==> src/rtl/uart_rx_fifo_if.sv <==
// Bus bundle for the oversampled UART receiver with its receive FIFO.
// The master side drives the tick, serial line, pop and error-clear inputs.
interface uart_rx_fifo_if;
    logic       en;
    logic       rx;
    logic       rd;
    logic       clr_err;
    logic [7:0] data_out;
    logic       rxfe;
    logic       rxff;
    logic       busy;
    logic       frame_err;
    logic       overrun;

    modport master (
        output en, rx, rd, clr_err,
        input  data_out, rxfe, rxff, busy, frame_err, overrun
    );

    modport slave (
        input  en, rx, rd, clr_err,
        output data_out, rxfe, rxff, busy, frame_err, overrun
    );
endinterface

==> src/rtl/uart_rx_fifo.sv <==
// 8N1 UART receiver, driven by an external oversample tick, feeding a show-ahead FIFO.
// The stop-bit decision is registered, so a byte lands in the FIFO one clk after it.
module uart_rx_fifo #(
    parameter int unsigned DEPTH      = 8,
    parameter int unsigned OVERSAMPLE = 16
) (
    input logic           clk_i,
    input logic           rst_ni,
    uart_rx_fifo_if.slave bus_io
);
    localparam int unsigned PtrW  = $clog2(DEPTH);
    localparam int unsigned CntW  = PtrW + 1;
    localparam int unsigned TickW = $clog2(OVERSAMPLE);
    localparam logic [TickW-1:0] HalfLast = TickW'(OVERSAMPLE / 2 - 1);
    localparam logic [TickW-1:0] BitLast  = TickW'(OVERSAMPLE - 1);
    localparam logic [CntW-1:0]  CntFull  = CntW'(DEPTH);

    typedef enum logic [1:0] {StIdle, StStart, StData, StStop} state_e;

    state_e           state_q, state_d;
    logic             rx_meta_q, rx_sync_q;
    logic [TickW-1:0] tick_q, tick_d;
    logic [2:0]       bit_q, bit_d;
    logic [7:0]       shift_q, shift_d;
    logic             stop_evt;
    logic             pend_q, pend_stop_q;

    logic [7:0]      mem_q [DEPTH];
    logic [PtrW-1:0] wr_ptr_q, wr_ptr_d, rd_ptr_q, rd_ptr_d;
    logic [CntW-1:0] count_q, count_d;
    logic            fe_q, fe_d, ov_q, ov_d;
    logic            empty, full, push_req, push, pop;

    always_comb begin
        state_d  = state_q;
        tick_d   = tick_q;
        bit_d    = bit_q;
        shift_d  = shift_q;
        stop_evt = 1'b0;
        if (bus_io.en) begin
            unique case (state_q)
                StIdle: begin
                    if (!rx_sync_q) begin
                        state_d = StStart;
                        tick_d  = '0;
                    end
                end
                StStart: begin
                    if (tick_q == HalfLast) begin
                        tick_d  = '0;
                        bit_d   = '0;
                        state_d = rx_sync_q ? StIdle : StData;
                    end else begin
                        tick_d = tick_q + TickW'(1);
                    end
                end
                StData: begin
                    if (tick_q == BitLast) begin
                        tick_d         = '0;
                        shift_d[bit_q] = rx_sync_q;
                        bit_d          = bit_q + 3'd1;
                        if (bit_q == 3'd7) begin
                            state_d = StStop;
                        end
                    end else begin
                        tick_d = tick_q + TickW'(1);
                    end
                end
                StStop: begin
                    if (tick_q == BitLast) begin
                        tick_d   = '0;
                        stop_evt = 1'b1;
                        state_d  = StIdle;
                    end else begin
                        tick_d = tick_q + TickW'(1);
                    end
                end
                default: state_d = StIdle;
            endcase
        end
    end

    always_ff @(posedge clk_i or negedge rst_ni) begin
        if (!rst_ni) begin
            rx_meta_q   <= 1'b1;
            rx_sync_q   <= 1'b1;
            state_q     <= StIdle;
            tick_q      <= '0;
            bit_q       <= '0;
            shift_q     <= '0;
            pend_q      <= 1'b0;
            pend_stop_q <= 1'b0;
        end else begin
            rx_meta_q <= bus_io.rx;
            rx_sync_q <= rx_meta_q;
            state_q   <= state_d;
            tick_q    <= tick_d;
            bit_q     <= bit_d;
            shift_q   <= shift_d;
            pend_q    <= stop_evt;
            if (stop_evt) begin
                pend_stop_q <= rx_sync_q;
            end
        end
    end

    // shift_q stays stable for the pending cycle: a new frame needs many ticks to reach DATA.
    always_comb begin
        empty    = (count_q == '0);
        full     = (count_q == CntFull);
        push_req = pend_q && pend_stop_q;
        pop      = bus_io.rd && !empty;
        push     = push_req && (!full || pop);
        wr_ptr_d = push ? wr_ptr_q + PtrW'(1) : wr_ptr_q;
        rd_ptr_d = pop ? rd_ptr_q + PtrW'(1) : rd_ptr_q;
        count_d  = count_q;
        if (push && !pop) begin
            count_d = count_q + CntW'(1);
        end else if (pop && !push) begin
            count_d = count_q - CntW'(1);
        end
        fe_d = fe_q;
        if (pend_q && !pend_stop_q) begin
            fe_d = 1'b1;
        end else if (bus_io.clr_err) begin
            fe_d = 1'b0;
        end
        ov_d = ov_q;
        if (push_req && full && !pop) begin
            ov_d = 1'b1;
        end else if (bus_io.clr_err) begin
            ov_d = 1'b0;
        end
    end

    always_ff @(posedge clk_i or negedge rst_ni) begin
        if (!rst_ni) begin
            for (int unsigned i = 0; i < DEPTH; i++) begin
                mem_q[i] <= '0;
            end
            wr_ptr_q <= '0;
            rd_ptr_q <= '0;
            count_q  <= '0;
            fe_q     <= 1'b0;
            ov_q     <= 1'b0;
        end else begin
            if (push) begin
                mem_q[wr_ptr_q] <= shift_q;
            end
            wr_ptr_q <= wr_ptr_d;
            rd_ptr_q <= rd_ptr_d;
            count_q  <= count_d;
            fe_q     <= fe_d;
            ov_q     <= ov_d;
        end
    end

    assign bus_io.data_out  = empty ? 8'h00 : mem_q[rd_ptr_q];
    assign bus_io.rxfe      = empty;
    assign bus_io.rxff      = full;
    assign bus_io.busy      = (state_q != StIdle);
    assign bus_io.frame_err = fe_q;
    assign bus_io.overrun   = ov_q;
endmodule

==> src/flat_wrapper.sv <==
// flat-port wrapper written by rule: the top's interface ports become plain ports
module uart_rx_fifo_flat 
#(
    parameter int unsigned DEPTH      = 8,
    parameter int unsigned OVERSAMPLE = 16
)
  (clk_i, rst_ni, bus_io_en, bus_io_rx, bus_io_rd, bus_io_clr_err, bus_io_data_out, bus_io_rxfe, bus_io_rxff, bus_io_busy, bus_io_frame_err, bus_io_overrun);
  uart_rx_fifo_if bus_io_i ();
  input logic clk_i;
  input logic rst_ni;
  input wire logic [$bits(bus_io_i.en)-1:0] bus_io_en;
  input wire logic [$bits(bus_io_i.rx)-1:0] bus_io_rx;
  input wire logic [$bits(bus_io_i.rd)-1:0] bus_io_rd;
  input wire logic [$bits(bus_io_i.clr_err)-1:0] bus_io_clr_err;
  output wire logic [$bits(bus_io_i.data_out)-1:0] bus_io_data_out;
  output wire logic [$bits(bus_io_i.rxfe)-1:0] bus_io_rxfe;
  output wire logic [$bits(bus_io_i.rxff)-1:0] bus_io_rxff;
  output wire logic [$bits(bus_io_i.busy)-1:0] bus_io_busy;
  output wire logic [$bits(bus_io_i.frame_err)-1:0] bus_io_frame_err;
  output wire logic [$bits(bus_io_i.overrun)-1:0] bus_io_overrun;
  assign bus_io_i.en = bus_io_en;
  assign bus_io_i.rx = bus_io_rx;
  assign bus_io_i.rd = bus_io_rd;
  assign bus_io_i.clr_err = bus_io_clr_err;
  assign bus_io_data_out = bus_io_i.data_out;
  assign bus_io_rxfe = bus_io_i.rxfe;
  assign bus_io_rxff = bus_io_i.rxff;
  assign bus_io_busy = bus_io_i.busy;
  assign bus_io_frame_err = bus_io_i.frame_err;
  assign bus_io_overrun = bus_io_i.overrun;
  uart_rx_fifo #(.DEPTH(DEPTH), .OVERSAMPLE(OVERSAMPLE)) u_core (.clk_i(clk_i), .rst_ni(rst_ni), .bus_io(bus_io_i));
endmodule
==> config.mk <==
export PLATFORM = sky130hd
export DESIGN_NAME = uart_rx_fifo_flat
export DESIGN_NICKNAME = d
export VERILOG_FILES = /design/src/rtl/uart_rx_fifo_if.sv /design/src/rtl/uart_rx_fifo.sv /design/src/flat_wrapper.sv
export SDC_FILE = /design/constraint.sdc
export NUM_CORES = 1
export LEC_CHECK = 0
export ABC_AREA = 1
export CORE_ASPECT_RATIO = 0.5
export CORE_MARGIN = 3
export CORE_UTILIZATION = 57
export CTS_BUF_LIST = sky130_fd_sc_hd__clkbuf_8
export CTS_CLUSTER_SIZE = 24
export DETAILED_ROUTE_END_ITERATION = 12
export PLACE_DENSITY = 0.87
export SLEW_MARGIN = 5
export SYNTH_ARGS = -nofsm -noshare
export SYNTH_HDL_FRONTEND = slang
export SYNTH_SLANG_ARGS = --single-unit
==> constraint.sdc <==
create_clock -name clk_i -period 2.1 [get_ports clk_i]
set_input_delay 0.315 -clock clk_i [delete_from_list [all_inputs] [get_ports clk_i]]
set_output_delay 0.315 -clock clk_i [all_outputs]
set_load 0.05 [all_outputs]
* Word-level counts from Yosys, hierarchy flattened
Cells that the tools add are included.
** Word-level totals
- Bits in registers :: 97
- Word-level logic and storage cells :: 106
- Input bits :: 6
- Output and inout port bits :: 13
** Operators by class
- Bitwise operators :: 2
- Order comparisons :: 5
- Add/sub/neg operators :: 6
- Equality and inequality tests :: 12
- Multiplexer cells :: 32
- Reduce and logical (&&, ||, !) cells :: 28
** Operator list (count)
- $bwmux W64 :: 1
- $mux W8 :: 4
- $bmux W8 S3 :: 1
- $demux W8 S3 :: 1
- $mux W4 :: 5
- $mux W2 :: 6
- $pmux W4 S3 :: 1
- $logic_and A1 B1 Y1 :: 10
- $reduce_bool A2 Y1 :: 5
- $add A3 B1 Y3 const B :: 3
- $add A4 B1 Y4 const B :: 2
- $bwmux W8 :: 1
- $eq A4 B4 Y1 const B :: 2
- $ge A4 B4 Y1 const B :: 2
- $ne A2 B1 Y1 const B :: 4
- $not A3 Y4 :: 2
- $pmux W2 S4 :: 1
- $mux W1 :: 7
- $mux W3 :: 2
- $pmux W3 S2 :: 1
- $reduce_and A6 Y1 :: 1
- $logic_not A1 Y1 :: 5
- $eq A2 B2 Y1 const B :: 2
- $eq A4 B3 Y1 const B :: 1
- 15 further kinds :: 15

* Logic depth before layout (Yosys ltp)
Gate-level depths: netlist of run 1.
- Word-level depth :: 9
- Mapped depth :: 13
- Mapped depth without buffers :: 13

* Worst setup path before layout of run 1
No wires, ideal clock.
- Kind :: reg-to-output
- From :: register u_core.count_q[0]
- To :: output bus_io_rxff
- Arrival :: 1.994 ns
- Data required time :: 1.785 ns
- Path buffers :: 0
- Cell stages (with the launch flop) :: 2
- Slack :: -0.209 ns
- Cells stage by stage :: dfrtp_1 nor4_1
** Between the ends
- Word-level cells in the longest chain between the ends :: 1
** Ends and longest elaborated chain
- from (decl) :: line uart_rx_fifo.sv:30 : logic [CntW-1:0] count_q, count_d;
- from (signal assigned) :: line uart_rx_fifo.sv:152 : count_q <= count_d;
- $eq A4 B4 Y1 :: line uart_rx_fifo.sv:110 : full = (count_q == CntFull);
- to (decl) :: line flat_wrapper.sv:17 : output wire logic [$bits(bus_io_i.rxff)-1:0] bus_io_rxff;
Every way passes these cells.

* Worst setup path after layout of run 1
- From :: register u_core.rd_ptr_q[0]
- To :: output bus_io_data_out[1]
** Between the ends
- Word-level cells in the longest chain between the ends :: 5
** Ends and longest elaborated chain
- from (decl) :: line uart_rx_fifo.sv:29 : logic [PtrW-1:0] wr_ptr_q, wr_ptr_d, rd_ptr_q, rd_ptr_d;
- from (signal assigned) :: line uart_rx_fifo.sv:151 : rd_ptr_q <= rd_ptr_d;
- $not A3 Y4 (implied by the code) :: line uart_rx_fifo.sv:158 : assign bus_io.data_out = empty ? 8'h00 : mem_q[rd_ptr_q];
- $bmux W8 S3 :: line uart_rx_fifo.sv:158
- $mux W8 (implied by the code) (2 in a row) :: line uart_rx_fifo.sv:158
- $mux W8 :: line uart_rx_fifo.sv:158
- to (decl) :: line flat_wrapper.sv:15 : output wire logic [$bits(bus_io_i.data_out)-1:0] bus_io_data_out;
Every way passes these cells. The select of a mux whose other input is x is not followed.

==> metrics.md, run 1 <==
| Metric | Value |
|---|---|
| RR Endpoint | u_core.count_q[3] |
| Slew @ Worst Pin | just under 0.5 ns |
| R2R depth | 12 |
| Avg Vias per Cell | around 5.6 |
| Footprint of the multi-input gates | ~2200 sq um |
| Register area | between 2000 and 2500 sq um |
| Largest net degree at the start of global routing | 59 |
| Setup violators final | 7 |
| Count leader, synth | nand2_1 |
| Hold path cells | 1 |
| Post-Synth Adder-Cell Area | 3.76% |
| Post-DP Area | 5290 sq um |
| Status | complete, but fails checks |
| Share of cells above drive strength 1 | 15.9% |
| Clock Latency Late Sink | 0.37 ns |
| Mux contribution to synthesized area | 0% |
| Starting density of the core | around 60% |
| Avg Cell Area, Syn | slightly below 8 sq um |
| Failing checks | negative setup slack |
| RR Startpoint | u_core.count_q[1] |
| Compound-Gate Fraction of Synth Area | a little under an eighth |
| Final nets | approximately 670 |
| R2R Setup Slk | about 0.060 ns |
| Syn Nets | 635 |
| DRC | 0 |
| Top-area cell type share of the netlist area | ~50% |
| Clock buffer depth | 2 |
| Vias | about 4.3k |
| Total power | about 0.0036 W |
| Netlist cell types | 25 |
| I/O Buffers | 18 |
| Number of max-cap violations | 0 |
| CTS tree | done |
| Clk pin slew, worst setup/hold paths | ~0.090 ns |
| Gpl congestion | a little under 0.9 |
| Internal power | around 0.0026 W |
| Cell count after placement | between 700 and 800 |
| Crit path time final | roughly 2.2 ns |
| FP Rows | 23 |
| Worst Path Max Fanout | 6 |
| PnR worst setup slack | -0.0683 ns |
| GR Util met1 | between 30% and 40% |
| Switch share | between 20% and 30% |
| Vias in the first global route | ~4k |
| DIE AREA | between 9000 and 10,000 sq um |
| H-tree levels | 3 |
| Routed WL | between 10 and 15 mm |
| Ant diodes | 0 |
| Top post-synthesis cells by area | dfrtp_1 49%, nand2_1 13%, o21ai_0 10% |
| Gate power share | roughly an eighth |
| Die H | ~70 um |
| Clock skew | ~0.0064 ns |
| Most frequent CP cell | nor2_1 |
| Initial antenna violation count | 0 |
| Xor/xnor share of the synthesized area | between 1 and 1.5% |
| Synth Flop Type | dfrtp_1 |
| CTS Root Cell | clkbuf_8 |
| Psw | 0.000971 W |
| Met3 Track Usage GR | a little over 5% |
| Final design utilization | slightly above 70% |
| Pleak | between 2 and 3 nW |
| Total global routing track utilization | a little under a quarter |
| CP cell instances | buf_6 -> buf_4 -> nor2_1 -> nor2_1 -> nand2_1 -> nand3_1 -> nand2_2 -> nor2_4 -> buf_12 |
| CTS Buf Count | 9 |
| CTS Sinks | a little under 100 |
| Wire length per cell | ~16 um |
| CP arrival | between 1.5 and 2 ns |
| Core area | slightly above 8000 sq um |
| Fill cells | between 500 and 600 |
| PD cells | approximately 620 nW/um^2 |
| Max Clk Rate | 0.461 GHz |
| Largest family of logic cells by synthesized area | simple AND/OR/NAND/NOR gates |
| Drt initial violations | 476 |
| Non-filler instance count after layout | 768 |
| Post-synth EDFFs | 0 |
| Min-Delay Path Class | primary input to flip-flop |
| GRT Max-Usage Layer | met2 |
| Post-synth ARST share | 100% |
| Die width | ~140 um |
| Seq/Total Area, Yosys | approximately 50% |
| Yosys top cell by area | dfrtp_1 |
| Kind of critical path | flip-flop to output port |
| Max_slew headroom | between 60% and 70% |
| Fraction of the mapped netlist area in simple logic gates | between 20 and 30% |
| Most instantiated cells after synthesis | 174 x nand2_1, 98 x o21ai_0, 95 x dfrtp_1 |
| Post-DP HPWL | approximately 7.2 mm |
| Synth Register Bits | 97 |
| Worst vdd ir | between 600 and 700 uV |
| Final Cell Area | ~5800 sq um |
| RSZ-0062 raised after global routing | true |
| Drt first pass iters | 5 |
| Worst Path Required | ~1.8 ns |
| Min-delay src | bus_io_rx |
| Final Max Tran Viols | 0 |
| Worst Hold Path EP | u_core.rx_meta_q |
| Clock group share of total power | about a third |
| Met2 Use GR | 39.1% |
| Overflow after GRT | 0 |
| Max incr delay on CP | about 0.42 ns |
| Startpoint Class | flip-flop |
| Period utilisation layout | 103% |
| Routed Antenna Nets | 0 |
| Syn Inst Count | just over 600 |
| Worst Path Buf+Inv | 3 |
| Synthesized area | 4860 sq um |
| Fin. Hold Viols | 0 |
| Slowest cell on crit path | dfrtp_1 |
| Seq pwr share | 54.7% |
| Synth warn | 0 |
| Kind of cell adding the most delay to the critical path | simple AND/OR/NAND/NOR gates |
| I/O Pins | 19 |
| Wire length of the first global-routing pass | ~18 mm |
| Crit. End Element | output port |
| Area growth from synthesis to layout | 18.3% |
-- power groups by stage --
stage               Clock, W  Combinational (W)  Sequential (W)
floorplan                  0           0.000284         0.00199
global placement           0           0.000404         0.00200
detailed placement         0           0.000420         0.00200
CTS                  0.00120           0.000426         0.00196
global route         0.00128           0.000484         0.00197
finish               0.00120           0.000425         0.00196
-- metrics by stage --
stage / TNS [ns] / hold slack, ns / setup slack (ns)
after detailed placement: -0.180 / 0.223 / -0.139
after global placement: -0.0338 / 0.217 / -0.0338
after floorplan: 0 / 0.0194 / 0.0136
after global routing: -0.718 / 0.330 / -0.121
after CTS: -0.0151 / 0.341 / -0.0116
final: -0.228 / 0.342 / -0.0683
-- worst max-delay path by stage --
stage	to	cells past startpoint	start
6_report	bus_io_data_out[1]	9	u_core.rd_ptr_q[0]
2_1_floorplan	u_core.count_q[3]	13	u_core.count_q[1]
3_3_place_gp	u_core.count_q[3]	14	bus_io_rd
3_5_place_dp	u_core.count_q[3]	14	bus_io_rd
5_1_grt	bus_io_data_out[5]	9	u_core.rd_ptr_q[0]
4_1_cts	bus_io_data_out[7]	8	u_core.rd_ptr_q[0]
-- per-layer routing --
metal	vias up	part of all wire [%]
met5	-	0
met4	0	2.6
met3	38	8.4
met2	233	46
met1	2034	43
li1	2017	-
-- cells in the final DEF (no fill, tap or decap), types with 4 or more instances in the layout --
cell type,instances
o21ai_0,88
nand2_2,5
nor2_4,12
o21ai_1,15
clkdlybuf4s50_1,6
nand2_1,169
buf_12,11
buf_6,4
clkbuf_8,10
nor2_2,12
nand3_1,22
buf_4,22
ha_1,12
inv_1,65
nand3_2,10
nor2_1,65
dfrtp_1,93
xnor2_1,5
-- final cells by class --
type / count / area share, %
clock buffer: 10 / 2.39
clock inverter: 6 / 0.892
inverter: 66 / 4.35
multi-input combinational: 431 / 38.1
sequential: 97 / 42.3
tap: 112 / 2.44
timing repair buffer: 46 / 9.57
-- flip-flops by register name, summed over array words and instances, names as in the netlist, 3 cells and up, named ones only --
register         flops
u_core.mem_q        64
u_core.shift_q       8
u_core.count_q       4
u_core.tick_q        4
u_core.bit_q         3
u_core.rd_ptr_q      3
u_core.wr_ptr_q      3
-- repair_timing --
| item | CTS | global route |
|---|---|---|
| endpoints found under the hold margin | 18 | 0 |
| hold buffers | 1 | 0 |
| setup buffers | 0 | 4 |
| gates cloned | 0 | 3 |
| pin swaps | 0 | 28 |
| endpoints found under the setup margin | 8 | 9 |
| gates resized for setup | 7 | 59 |
-- kinds of logic (layout without fill, tap and decap cells) --
group | Yosys count | in the layout
and+or+nand+nor | 300 | 300
DFF | 97 | 97
adders and majority gates | 14 | 14
xor gates and xnor gates | 8 | 8
AOI/OAI and AO/OA | 109 | 109
buffers and inverters | 87 | 128
Note: power is estimated with default switching activity, not from simulation.
==> inputs of run 2 (changes only) <==
- PLACE_DENSITY: 0.87 -> 0.78
==> run 2 against run 1 <==
Effect of this change:
- the flow now finishes without violations
- clock power shrank 9%
- worst hold slack better by 0.010 ns
- clock skew up 0.0041 ns
- critical path depth is 1 lower
- flip-flop and latch count unchanged
- first-iteration DRC count decreased by 28%
- sequential power hardly changed
- worst setup slack better by 0.12 ns
- non-clock buffer count fell by 7
- global-route usage shrank 0.81 points
==> metrics.md, run 2 (synthesis gave the netlist of run 1 again) <==
| Metric | Value |
|---|---|
| Kind of critical path | flip-flop to output port |
| Final design utilization | 68.3% (-2.4 points) |
| Status | complete, no violations |
| Non-filler instance count after layout | 761 (-0.91%) |
| Post-DP Area | 5310 sq um (+0.33%) |
| Starting density of the core | 59.7% (unchanged) |
| Setup TNS | 0 ns (+0.228 ns) |
| Routed WL | 10.2 mm (-18%) |
| Setup WS pre-CTS | -0.102 ns (+0.0368 ns) |
| CTS Sinks | 97 (unchanged) |
| Ant diodes | 0 (unchanged) |
| Drt initial violations | 342 (-28%) |
| Wire length of the first global-routing pass | 17.5 mm (-2.8%) |
| H-tree levels | 3 (unchanged) |
| Max_slew headroom | 56.6% (-10 points) |
| Worst Path Buf+Inv | 2 (-1) |
| Area growth from synthesis to layout | 14.4% |
| Overflow after GRT | 0 (unchanged) |
| Slowest cell on crit path | dfrtp_2 |
| Pleak | 2.60 nW (-2.5%) |
| CTS Root Cell | clkbuf_8 |
| I/O Buffers | 18 (unchanged) |
| Biggest regs | u_core.mem_q (64), u_core.shift_q (8) |
| Worst vdd ir | 486 uV (-26%) |
| Clock buffer depth | 2 (unchanged) |
| Worst Path Max Fanout | 16 (+10) |
| Crit path time final | 2.05 ns (-0.119 ns) |
| CP arrival | 1.73 ns (-0.12 ns) |
| FP Rows | 23 (unchanged) |
| Postcts setup bufs | 0 (unchanged) |
| Number of max-cap violations | 0 (unchanged) |
| Core area | 8140 sq um (unchanged) |
| Gpl congestion | 0.831 (-3.9%) |
| Initial antenna violation count | 0 (unchanged) |
| Share of cells above drive strength 1 | 11.4% (-4.5 points) |
| Max Clk Rate | 0.488 GHz (+5.8%) |
| DRC | 0 (unchanged) |
| Final nets | 664 (-1.0%) |
| CP cell instances | buf_12 -> nor2_1 -> nor2_1 -> o21ai_1 -> nand2_1 -> nor2_1 -> nor2_2 -> buf_12 |
| Drt first pass iters | 5 (unchanged) |
| Avg Vias per Cell | 5.23 (-7.1%) |
| Number of flip-flops under the largest register name | 64 (unchanged) |
| Final Cell Area | 5560 sq um (-3.3%) |
| Die H | 71.3 um (unchanged) |
| PnR worst setup slack | 0.0504 ns (+0.119 ns) |
| Startpoint Class | flip-flop |
| Biggest register | u_core.mem_q |
| Wire length per cell | 13.4 um (-17%) |
| Cell count after placement | 743 (-0.13%) |
| Setup violators final | 0 (-7) |
| Worst Path Required | 1.78 ns (about the same) |
| Crit. End Element | output port |
| Period utilisation layout | 97.6% (-5.7 points) |
| Kind of cell adding the most delay to the critical path | simple AND/OR/NAND/NOR gates |
| Slew @ Worst Pin | 0.651 ns (+0.158 ns) |
| I/O Pins | 19 (unchanged) |
| Clock Latency Late Sink | 0.36 ns (about the same) |
| Total global routing track utilization | 22.8% (-0.81 points) |
| Die width | 137 um (unchanged) |
| Routed Antenna Nets | 0 (unchanged) |
| Max incr delay on CP | 0.45 ns (+0.03 ns) |
| Clock skew | 0.0105 ns (+0.00410 ns) |
| Most frequent cells in the layout | 173 x nand2_1, 95 x o21ai_0, 93 x dfrtp_1 |
| CTS tree | done |
| Clk pin slew, worst setup/hold paths | 0.09 ns (about the same) |
| Largest net degree at the start of global routing | 39 (-34%) |
| Min-Delay Path Class | primary input to flip-flop |
| Final Max Tran Viols | 0 (unchanged) |
| Most frequent CP cell | nor2_1 |
| Post-DP HPWL | 6.92 mm (-4.3%) |
| Commonest non-fill, non-tap cell in the layout | nand2_1 |
| Vias in the first global route | 3,720 (-5.8%) |
| DIE AREA | 9740 sq um (unchanged) |
| CTS Buf Count | 9 (unchanged) |
| Vias | 3,978 (-8.0%) |
| PD cells | 625 nW/um^2 (+0.31%) |
| Fin. Hold Viols | 0 (unchanged) |
[run 2: cell types whose count changed in the layout (fill, tap and decap cells not counted), sizes merged]
| cell | previous run | this run |
|---|---|---|
| buf | 37 | 31 |
| inv | 69 | 68 |
| clkinvlp | 0 | 1 |
| bufinv | 1 | 0 |
[run 2: cell type report]
cell class | count | area [sq um]
Timing Repair Buffer | 39 | 482
Clock buffer | 11 | 151
Tap cell | 112 | 140
Inverter | 66 | 249
Sequential cell | 97 | 2430
Clock inverter | 5 | 23.8
Fill cell | 658 | 2580
Multi-Input combinational cell | 431 | 2080
[run 2: where the power goes]
group | leakage, nW | internal (W) | switching [W] | total, W
Sequential | 1.32 | 0.00191 | 0.0000558 | 0.00196
Clock | 0.0991 | 0.000482 | 0.000612 | 0.00109
Combinational | 1.18 | 0.000134 | 0.000283 | 0.000417
Total | 2.60 | 0.00252 | 0.000951 | 0.00347
[run 2: timing repair]
| action | in CTS | in global routing |
|---|---|---|
| endpoints found under the hold margin | 35 | 0 |
| resized for setup | 2 | 14 |
| pin swaps | 0 | 4 |
| hold buffers | 1 | 0 |
| cloned | 0 | 1 |
| setup endpoints to repair | 7 | 9 |
[run 2: final timing paths]
| path | startpoint | to | slack [ns] | depth (start not counted) |
|---|---|---|---|---|
| min | bus_io_rx | u_core.rx_meta_q | 0.35 | 1 |
| max | u_core.rd_ptr_q[0] | bus_io_data_out[5] | 0.05 | 8 |
| max reg2reg | u_core.count_q[2] | u_core.count_q[2] | 0.21 | 8 |
| min in group asynchronous | rst_ni | u_core.mem_q[5] | 0.45 | 2 |
| max in group asynchronous | rst_ni | u_core.rx_meta_q | 1.04 | 3 |
| min reg2reg | u_core.rx_meta_q | u_core.rx_sync_q | 0.36 | 0 |
[run 2: routing by layer]
metal / vias to the layer above / part of all wire (%) / track usage (%)
li1: 2005 / - / -
met3: 13 / 5.0 / 4.21
met1: 1876 / 47 / 32.2
met2: 84 / 46 / 36.4
met4: 0 / 1.3 / 7.15
met5: - / 0 / 0
[run 2: worst reg2reg max path: stages (launching register included)]
cell and delay (ns):
dfrtp_2 0.46, inv_1 0.14, nand3_1 0.11, nand2_1 0.10
ha_1 0.19, inv_2 0.08, fa_1 0.43, xnor2_1 0.13
o21ai_0 0.17
[run 2: through the flow]
step | hold WS, ns | total power [W]
after floorplan | 0.0194 | 0.00227
after global placement | 0.315 | 0.00241
after detailed placement | 0.314 | 0.00242
after CTS | 0.337 | 0.00350
after global routing | 0.363 | 0.00364
final | 0.353 | 0.00347
